===== config.mk =====
export PLATFORM = sky130hd
export DESIGN_NAME = line_mem_arbiter
export DESIGN_NICKNAME = d
export VERILOG_FILES = /design/src/rtl/line_mem_arbiter.sv
export SDC_FILE = /design/constraint.sdc
export NUM_CORES = 1
export LEC_CHECK = 0
export BUFFER_PORTS_ARGS = -buffer_cell sky130_fd_sc_hd__buf_2
export CORE_AREA = 2 2 286 288
export CTS_CLUSTER_SIZE = 28
export DETAILED_ROUTE_END_ITERATION = 16
export DIE_AREA = 0 0 288 290
export GPL_ROUTABILITY_DRIVEN = 0
export SYNTH_ARGS = -nofsm -noshare
export SYNTH_HDL_FRONTEND = slang
export SYNTH_SLANG_ARGS = --single-unit

===== constraint.sdc =====
create_clock -name clk -period 3.7 [get_ports clk]
set_clock_uncertainty 0.1 [all_clocks]
set_input_delay 0.185 -clock clk [delete_from_list [all_inputs] [get_ports clk]]
set_output_delay 0.185 -clock clk [all_outputs]
set_load 0.01 [all_outputs]

===== src/rtl/line_mem_arbiter.sv =====
// ---------------------------------------------------------------------------
// line_mem_arbiter
//
// Shares one line-wide main-memory port between the icache miss path (reads
// only) and the dcache miss/writeback path (reads and writes). Each access
// holds the memory port for MEM_LATENCY cycles. The full line then goes back
// to the winning requester with a one-cycle ready pulse.
//
// Optional feature macro: MEM_ARB_ROUND_ROBIN_EN
//   defined   : a tie goes to the requester that did not win last time.
//   undefined : fixed priority, so the dcache always wins a tie.
//
// Parameters:
//   MEM_LATENCY  memory access cycles (>= 1)
//   ADDR_WIDTH   byte address width
//   Line width comes from the global `LINE_WIDTH macro.
//
// Ports:
//   clk, reset            rising-edge clock, synchronous active-high reset
//   ic_req/ic_addr        icache line-read request (held until ic_ready)
//   ic_ready/ic_line      icache completion pulse and returned line
//   dc_req/dc_we/dc_addr  dcache request (held until dc_ready), 1 = write
//   dc_wline              dcache writeback data
//   dc_ready/dc_rline     dcache completion pulse and read line
//   mem_en/mem_we         memory access active / memory write
//   mem_addr/mem_wline    memory address / write data
//   mem_rline             memory read data, valid in the last BUSY cycle
// ---------------------------------------------------------------------------
`ifndef LINE_WIDTH
`define LINE_WIDTH 128
`endif

module line_mem_arbiter #(
    parameter int MEM_LATENCY = 5,
    parameter int ADDR_WIDTH  = 32
) (
    input  logic                   clk,
    input  logic                   reset,
    input  logic                   ic_req,
    input  logic [ADDR_WIDTH-1:0]  ic_addr,
    output logic                   ic_ready,
    output logic [`LINE_WIDTH-1:0] ic_line,
    input  logic                   dc_req,
    input  logic                   dc_we,
    input  logic [ADDR_WIDTH-1:0]  dc_addr,
    input  logic [`LINE_WIDTH-1:0] dc_wline,
    output logic                   dc_ready,
    output logic [`LINE_WIDTH-1:0] dc_rline,
    output logic                   mem_en,
    output logic                   mem_we,
    output logic [ADDR_WIDTH-1:0]  mem_addr,
    output logic [`LINE_WIDTH-1:0] mem_wline,
    input  logic [`LINE_WIDTH-1:0] mem_rline
);

    localparam int CNT_W = (MEM_LATENCY > 1) ? $clog2(MEM_LATENCY) : 1;

    typedef enum logic [1:0] {IDLE, BUSY, DONE} state_t;
    typedef enum logic       {GRANT_IC, GRANT_DC} grant_t;

    state_t           state;
    grant_t           grant;
    logic [CNT_W-1:0] cnt;
    logic             tie_dc;
    logic             pick_dc;

`ifdef MEM_ARB_ROUND_ROBIN_EN
    // Winner of the previous access. Only the round-robin tie-break reads it.
    grant_t last_grant;
    assign tie_dc = (last_grant == GRANT_IC);
`else
    assign tie_dc = 1'b1;
`endif

    // A single request always wins. A tie is settled by tie_dc.
    // NOTE: always_comb gives every output a default first, so no path through the block leaves it unassigned and infers a latch.
    always_comb begin
        pick_dc = 1'b0;
        if (dc_req && (!ic_req || tie_dc))
            pick_dc = 1'b1;
    end

    // The memory port registers double as the latched request. After the
    // grant, later changes on the request inputs cannot reach memory.
    // NOTE: all state here uses non-blocking assignments, so every register samples pre-edge values and simulation matches the synthesized flops.
    always_ff @(posedge clk) begin
        if (reset) begin
            // NOTE: the wide line registers are reset too, because every output must read zero after reset, data included.
            state      <= IDLE;
            cnt        <= '0;
            grant      <= GRANT_IC;
`ifdef MEM_ARB_ROUND_ROBIN_EN
            last_grant <= GRANT_IC;
`endif
            mem_en     <= 1'b0;
            mem_we     <= 1'b0;
            mem_addr   <= '0;
            mem_wline  <= '0;
            ic_ready   <= 1'b0;
            dc_ready   <= 1'b0;
            ic_line    <= '0;
            dc_rline   <= '0;
        end else begin
            ic_ready <= 1'b0;
            dc_ready <= 1'b0;
            unique case (state)
                IDLE: begin
                    if (ic_req || dc_req) begin
                        state  <= BUSY;
                        mem_en <= 1'b1;
                        cnt    <= CNT_W'(MEM_LATENCY - 1);
                        if (pick_dc) begin
                            grant     <= GRANT_DC;
                            mem_we    <= dc_we;
                            mem_addr  <= dc_addr;
                            mem_wline <= dc_wline;
                        end else begin
                            grant    <= GRANT_IC;
                            mem_we   <= 1'b0;
                            mem_addr <= ic_addr;
                        end
                    end
                end
                BUSY: begin
                    if (cnt == '0) begin
                        // Last memory cycle: take the read data and raise
                        // ready so the pulse lands in DONE.
                        state  <= DONE;
                        mem_en <= 1'b0;
                        mem_we <= 1'b0;
                        if (grant == GRANT_IC) begin
                            ic_ready <= 1'b1;
                            ic_line  <= mem_rline;
                        end else begin
                            dc_ready <= 1'b1;
                            if (!mem_we)
                                dc_rline <= mem_rline;
                        end
                    end else begin
                        cnt <= cnt - 1'b1;
                    end
                end
                DONE: begin
`ifdef MEM_ARB_ROUND_ROBIN_EN
                    last_grant <= grant;
`endif
                    state <= IDLE;
                end
                default: state <= IDLE;
            endcase
        end
    end

endmodule


Yosys cells after proc, flatten, opt, wreduce, memory -nomap -nowiden:

Cells that the tools add are included.
W data, S select, Z words.

* equality and inequality tests: 4
* $add $sub $neg: 1
* reduce and logical (&&, ||, !) cells: 12
* mux-type cells: 17
* bitwise operators: 4

Operators by type and width (number)
* $mux W32: 1
* $reduce_and A3 Y1: 4
* $mux W1: 8
* $mux W3: 2
* $ne A2 B2 Y1 const B: 3
* $pmux W3 S2: 1
* $mux W2: 2
* $not A1 Y1: 4
* $pmux W1 S2: 2
* $pmux W2 S2: 1
* $reduce_and A2 Y1: 2
* $reduce_and A4 Y1: 1
* $logic_not A3 Y1: 1
* $reduce_or A3 Y1: 1
* $sub A3 B1 Y3 const B: 1
* $eq A2 B1 Y1 const B: 1
* $logic_not A2 Y1: 1
* $reduce_bool A2 Y1: 1
* $logic_or A1 B1 Y1: 1

* logic and storage cells: 49
* register bits: 426
* output and inout bits: 420

Depth between registers and ports, before layout:

Gate-level depths: netlist of the first run.

* word-level depth: 4
* gate-level depth with buffers: 9
* depth with buffers taken out: 5

Worst setup path before layout of the first run:

No wires, ideal clock.

* kind: reg-to-reg
* from: register cnt[0]
* to: register dc_rline[126]
* arrival time: 1.688 ns
* setup slack: 1.792 ns
* stages on the path, launching flop included: 10
* data required time: 3.480 ns
* setup time: 0.120 ns
* cells stage by stage: dfxtp_1 > inv_1 > ha_1 > nand4bb_1 > buf_2 > or3b_1 > clkbuf_1 > buf_6 > buf_6 > mux2i_1

* cells in the longest elaborated chain, start to end: 2

RTL lines
* from (decl): RTL line 63 `logic [CNT_W-1:0] cnt;`
* from (signal assigned): RTL line 111 `cnt <= CNT_W'(MEM_LATENCY - 1);`
* from (signal assigned): RTL line 140 `cnt <= cnt - 1'b1;`
* $logic_not A3 Y1: RTL line 125 `if (cnt == '0) begin`
* $reduce_and A4 Y1 (no source line)
* to (signal assigned): RTL line 137 `dc_rline <= mem_rline;`
* to (decl): RTL line 48 `` output logic [`LINE_WIDTH-1:0] dc_rline, ``

No other way between the ends.
A chain may end at the register's enable or synchronous reset.

Worst setup path in the final report of the first run:

* from: register cnt[0]
* to: register dc_rline[24]

Same word-level chain as after synthesis.

==> results.sh, run 1 <==
export IMPL_io_pins=745
export IMPL_grt_overflow=0
export IMPL_ys_seq_elements=426
export IMPL_port_buffers=744
export IMPL_drive_gt1_share_pct=29.6
export IMPL_grt_setup_unrepaired="false"
export IMPL_finalHoldWorstSlack_ns=0.160
export IMPL_setup_viol=0
export IMPL_max_stage_delay_ns=0.69
export IMPL_syn_to_final_growth_pct=57.1
export IMPL_clk_path_buf_depth=3
export IMPL_cts_root_buf="clkbuf_16"
export IMPL_synthAdderAreaFrac_pct=0.149
export IMPL_synth_xor_xnor_area_share_pct=0
export IMPL_worst_slew_pin_slew_ns=1.07
export IMPL_synthArstFlopShare_pct=0
export IMPL_drc=0
export IMPL_first_iter_violations=802
export IMPL_grt_pass1_wl_um=101000
export IMPL_cap_violations=0
export IMPL_synth_edf_count=0
export IMPL_path_buf_inv=2
export IMPL_max_freq_ghz=0.413
export IMPL_dp_hpwl_um=47200
export IMPL_grt_pass1_vias=16800
export IMPL_cts_setup_buffers=0
export IMPL_min_period_over_period_pct=65.5
export IMPL_final_nets=3193
export IMPL_wire_per_inst_um=17.2
export IMPL_final_hold_viol_count=0
export IMPL_num_vias=16800
export IMPL_ys_warn_count=0
export IMPL_cp_required_ns=4.05
export IMPL_placementRows=104
export IMPL_path_class="register to register"
export IMPL_core_mm2=0.0802
export IMPL_ys_top_cells_by_area="dfxtp_1, nand2b_1, mux2i_1, o21ai_0, nand2_1"
export IMPL_cts_tree="yes"
export IMPL_die_h_um=290
export IMPL_n_fill_cell=8271
export IMPL_vias_per_cell=4.24
export IMPL_end_kind="register"
export IMPL_report_final_slew_viol_count=0
export IMPL_ir_drop_uv=407
export IMPL_syn_area_mm2=0.0168
export IMPL_finalSetupTns_ns=0
export IMPL_synth_compound_area_share_pct=14.4
export IMPL_initial_core_util_pct=20.9
export IMPL_cts_sinks=426
export IMPL_cts_htree_levels=2
export IMPL_antenna_found_initial=9
export IMPL_min_period_ns=2.42
export IMPL_synth_top_family_by_area="simple AND/OR/NAND/NOR gates"
export IMPL_worstPathMaxFanout=38
export IMPL_hold_class="input pin to register"
export IMPL_muxShareOfSynthArea_pct=9.61
export IMPL_p_leak_nw=12.1
export IMPL_synth_nets=2208
export IMPL_grt_use_total_pct=15.4
export IMPL_crit_family="simple AND/OR/NAND/NOR gates"
export IMPL_power_per_cell_area_mw_per_mm2=467
export IMPL_synthSimpleGateAreaFrac_pct=20.9
export IMPL_die_area_mm2=0.0835
export IMPL_worstPathArrival_ns=2.77
export IMPL_drt_pass1_iterations=5
export IMPL_synthCells=1881
export IMPL_avgSynthCellArea_um2=8.92
export IMPL_route_antenna_remaining_nets=0
export IMPL_slew_headroom_pct=28.8
export IMPL_cp_slowest_cell="or3b_4"
export IMPL_synth_top_area_share_pct=50.8
export IMPL_clkTransAtPathRegs_ns=0.06
export IMPL_status="finished clean"
export IMPL_yosys_cell_types_count=31
export IMPL_path_cells="inv_1, ha_1, nand4bb_4, or3b_4, buf_12, mux2i_1"
export IMPL_yosys_area_top_type="dfxtp_1"
export IMPL_die_w_um=288
export IMPL_grt_max_degree=135
export IMPL_yosys_top_cells_count="dfxtp_1, nand2_1, nand2b_1"
export IMPL_synth_flop_cell="dfxtp_1"
export IMPL_startpoint_type="register"
export IMPL_yosysSeqAreaShare_pct=50.8
export IMPL_postRouteWirelength_um=68000
export IMPL_insertion_delay_ns=0.57
export IMPL_synth_most_common_cell="dfxtp_1"
export IMPL_numCtsBuffers=48
[cell usage in the layout (no fill, tap or decap), types with 2 or more instances in the layout]
cell	Yosys	layout
nand2b_1	259	259
buf_2	16	743
a211oi_1	32	32
nor2b_1	129	129
diode_2	0	4
buf_4	0	26
or3b_4	0	2
a21oi_1	164	164
nor3b_2	0	2
nor2_1	6	5
buf_12	0	7
dfxtp_1	426	425
dlygate4sd3_1	0	322
clkinv_2	0	4
o21ai_0	257	257
inv_6	0	3
clkbuf_16	0	50
mux2i_1	161	161
bufinv_16	0	5
nand2_1	260	260
clkbuf_8	0	7
clkbuf_1	141	9
inv_1	3	3
ha_1	2	2
[through the flow]
step                power (mW)  worst slack (ns)  util, %  std cells  area [um^2]
finish                    12.3              1.28     32.9       3958        26300
global route              12.9              1.14     32.9       3957        26300
CTS                       12.5              1.24     32.9       3954        26300
detailed placement        7.24              1.26     26.9       3554        21500
global placement          7.21              1.34     26.9       3554        21500
floorplan                 6.25              1.79        -       1881        16800
[sequential cells by signal, indices dropped and copies added (netlist names)]
name       cells
cnt            3
dc_ready       1
dc_rline     128
grant          1
ic_line      128
ic_ready       1
mem_addr      32
mem_en         1
mem_we         1
mem_wline    128
state          2
[timing repair]
action	in CTS	in global routing
hold endpoints to repair	419	0
setup endpoints to repair	0	0
gates resized for setup	0	0
hold buffers	322	0
[layer usage]
| metal | routed length, um | global-route usage [%] | share of wire [%] | up-vias |
|---|---|---|---|---|
| met3 | 4830 | 3.81 | 7.1 | 137 |
| met2 | 33100 | 27.0 | 49 | 645 |
| met1 | 26400 | 16.9 | 39 | 7766 |
| met4 | 3600 | 7.92 | 5.3 | 8 |
| met5 | 52 | 0 | 0.076 | - |
| li1 | - | - | - | 8218 |
[power by group]
part           leakage (nW)  internal [mW]  switching [mW]  total [mW]
Sequential             3.47           4.94           0.192        5.13
Clock                 0.777           2.93            1.96        4.89
Combinational          7.89          0.984            1.30        2.29
Total                  12.1           8.86            3.45        12.3
[cell type report]
cell class / instances / area (um^2) / area share, %
diodes: 4 / 10.0 / 0.0380
clock buffers: 66 / 1380 / 5.24
clock inverters: 12 / 196 / 0.746
inverters: 3 / 11.3 / 0.0427
multi-input cells: 1288 / 7590 / 28.8
flip-flops and latches: 426 / 8530 / 32.4
well taps: 1060 / 1330 / 5.03
repair buffers: 1099 / 7290 / 27.7
[final timing paths]
path                       from  cells past startpoint       endpoint  slack (ns)
setup / recovery         cnt[0]                      6   dc_rline[24]        1.28
hold / removal            reset                      4   ic_line[127]        0.16
setup reg to reg         cnt[0]                      6   dc_rline[24]        1.28
hold reg to reg   mem_wline[46]                      2  mem_wline[46]        0.35
[cells by family (layout without fill, tap and decap cells)]
kind of cell / Yosys count / in the layout
flip-flops: 426 / 426
AO/OA/AOI/OAI: 460 / 460
AND/OR/NAND/NOR: 665 / 665
adder cells (fa/ha/maj): 2 / 2
multiplexers: 161 / 161
buffers and inverters: 167 / 1180
other: 0 / 4
[worst min-delay path: cells and delay by family]
family | cells | cell delay (ns)
AOI/OAI and AO/OA | 2 | 0.14
and+or+nand+nor | 1 | 0.19
buffers and inverters | 1 | 0.27
Note: power is estimated with default switching activity, not from simulation.
==> run 2, diff against run 1 <==
--- a/config.mk
+++ b/config.mk
@@ -6,10 +6,10 @@
 export NUM_CORES = 1
 export LEC_CHECK = 0
 export BUFFER_PORTS_ARGS = -buffer_cell sky130_fd_sc_hd__buf_2
-export CORE_AREA = 2 2 286 288
+export CORE_AREA = 2 2 289 291
 export CTS_CLUSTER_SIZE = 28
 export DETAILED_ROUTE_END_ITERATION = 16
-export DIE_AREA = 0 0 288 290
+export DIE_AREA = 0 0 291 293
 export GPL_ROUTABILITY_DRIVEN = 0
 export SYNTH_ARGS = -nofsm -noshare
 export SYNTH_HDL_FRONTEND = slang
==> constraint.sdc (replaced) <==
create_clock -name clk -period 2.4 [get_ports clk]
set_clock_uncertainty 0.1 [all_clocks]
set_input_delay 0.12 -clock clk [delete_from_list [all_inputs] [get_ports clk]]
set_output_delay 0.12 -clock clk [all_outputs]
set_load 0.01 [all_outputs]
==> results.sh, run 2 (synthesized netlist as in run 1, its figures left out) <==
export IMPL_end_kind="register"
export IMPL_postLayoutCoreUtil_pct=32.7
export IMPL_cts_tree="yes"
export IMPL_worstPathArrival_ns=2.69
export IMPL_clk_path_buf_depth=3
export IMPL_dp_hpwl_um=47700
export IMPL_grt_use_total_pct=15.3
export IMPL_min_period_ns=2.26
export IMPL_drc=0
export IMPL_final_nets=3215
export IMPL_worst_slew_pin_slew_ns=0.893
export IMPL_hold_class="input pin to register"
export IMPL_antenna_found_initial=1
export IMPL_port_buffers=744
export IMPL_max_freq_ghz=0.442
export IMPL_die_h_um=293
export IMPL_cts_sinks=426
export IMPL_seqCellArea_mm2=0.00853
export IMPL_die_w_um=291
export IMPL_grt_max_degree=80
export IMPL_final_hold_viol_count=0
export IMPL_cts_setup_buffers=0
export IMPL_setup_viol=0
export IMPL_min_period_over_period_pct=94.3
export IMPL_first_iter_violations=665
export IMPL_postRouteWirelength_um=68500
export IMPL_grt_pass1_vias=17200
export IMPL_route_antenna_remaining_nets=0
export IMPL_numCtsBuffers=48
export IMPL_p_leak_nw=12.3
export IMPL_vias_per_cell=4.23
export IMPL_wire_per_inst_um=17.1
export IMPL_placementRows=105
export IMPL_initial_core_util_pct=20.5
export IMPL_slew_headroom_pct=40.5
export IMPL_die_area_mm2=0.0853
export IMPL_status="finished clean"
export IMPL_ir_drop_uv=605
export IMPL_drt_pass1_iterations=5
export IMPL_finalSetupTns_ns=0
export IMPL_p_total_mw=19.4
export IMPL_num_vias=16900
export IMPL_io_pins=745
export IMPL_final_common_cell="buf_2"
export IMPL_clkTransAtPathRegs_ns=0.07
export IMPL_core_mm2=0.0818
export IMPL_setup_slack_ns=0.136
export IMPL_cp_slowest_cell="dlygate4sd3_1"
export IMPL_path_cells="inv_2, ha_4, nand4bb_4, buf_4, or2_4, buf_12, o21ai_1, dlygate4sd3_1"
export IMPL_cap_violations=0
export IMPL_cts_htree_levels=2
export IMPL_path_class="register to register"
export IMPL_grt_pass1_wl_um=103000
export IMPL_startpoint_type="register"
export IMPL_multiInputGateArea_mm2=0.00761
export IMPL_worstPathMaxFanout=56
export IMPL_top_regs="dc_rline x128, ic_line x128, mem_wline x128"
export IMPL_grt_setup_unrepaired="false"
export IMPL_drive_gt1_share_pct=30.4
export IMPL_report_final_slew_viol_count=0
export IMPL_cp_required_ns=2.82
export IMPL_n_fill_cell=8417
export IMPL_syn_to_final_growth_pct=59.4
export IMPL_post_place_ws_ns=0.332
export IMPL_grt_overflow=0
export IMPL_max_stage_delay_ns=0.56
export IMPL_power_per_cell_area_mw_per_mm2=726
export IMPL_final_cell_mix="buf_2, dfxtp_1, dlygate4sd3_1"
export IMPL_cts_root_buf="clkbuf_16"
export IMPL_insertion_delay_ns=0.57
==> run 2: cell count changes in the layout (fill, tap and decap cells not counted), moves of 2 or more <==
cell and change:
buf_4 +10, clkinv_2 +4, buf_12 +7, o21ai_1 +2, diode_2 -3, clkinvlp_4 +2
dlygate4sd3_1 +4, clkbuf_8 +5, o21ai_0 -2
==> run 2: where the power goes <==
| group | switching [mW] | internal [mW] | total [mW] |
|---|---|---|---|
| logic | 2.04 | 1.60 | 3.65 |
| registers | 0.286 | 7.62 | 7.90 |
| clock network | 3.10 | 4.77 | 7.86 |
==> run 2: path summary, 6_finish.rpt <==
| check | from | slack [ns] | cells past startpoint | to |
|---|---|---|---|---|
| worst min-delay path | dc_wline[46] | 0.23 | 4 | mem_wline[46] |
| worst min register to register | mem_wline[51] | 0.35 | 2 | mem_wline[51] |
| worst max-delay path | cnt[0] | 0.14 | 8 | ic_line[59] |
| worst max register to register | cnt[0] | 0.14 | 8 | ic_line[59] |
==> run 2: critical path, delay by kind of cell, from the launching register on <==
family,cells,cell delay [ns]
simple gates,2,0.37
fa+ha+maj,1,0.17
flops,1,0.33
buf+inv,4,1.03
compound gates,1,0.17
==> run 2: area by class of cell <==
class | instances | share of cell area [%]
clock buffers | 69 | 5.32
multi-input cells | 1288 | 28.4
well taps | 1070 | 5.01
flip-flops and latches | 426 | 31.9
repair buffers | 1121 | 28.3
diodes | 1 | 0.00936
clock inverters | 20 | 1.01
inverters | 3 | 0.0421
==> run 2: timing repair <==
action	in CTS	in global routing
gates resized for setup	0	6
hold endpoints to repair	419	0
hold buffers	326	0
endpoints found under the setup margin	0	2
==> run 2: layer usage <==
| metal | share of wire, % | global-route usage (%) |
|---|---|---|
| met2 | 49 | 27.1 |
| met1 | 39 | 16.8 |
| met3 | 7.2 | 4.21 |
| met4 | 5.0 | 7.41 |
| met5 | 0.012 | 0 |
==> run 2: stage by stage <==
stage | area, um^2 | hold slack [ns] | instances
6_report | 26700 | 0.227 | 3998
5_1_grt | 26700 | 0.210 | 3997
4_1_cts | 26700 | 0.174 | 3997
3_5_place_dp | 21800 | 0.265 | 3582
3_3_place_gp | 21800 | 0.260 | 3582
2_1_floorplan | 16800 | 0.156 | 1881
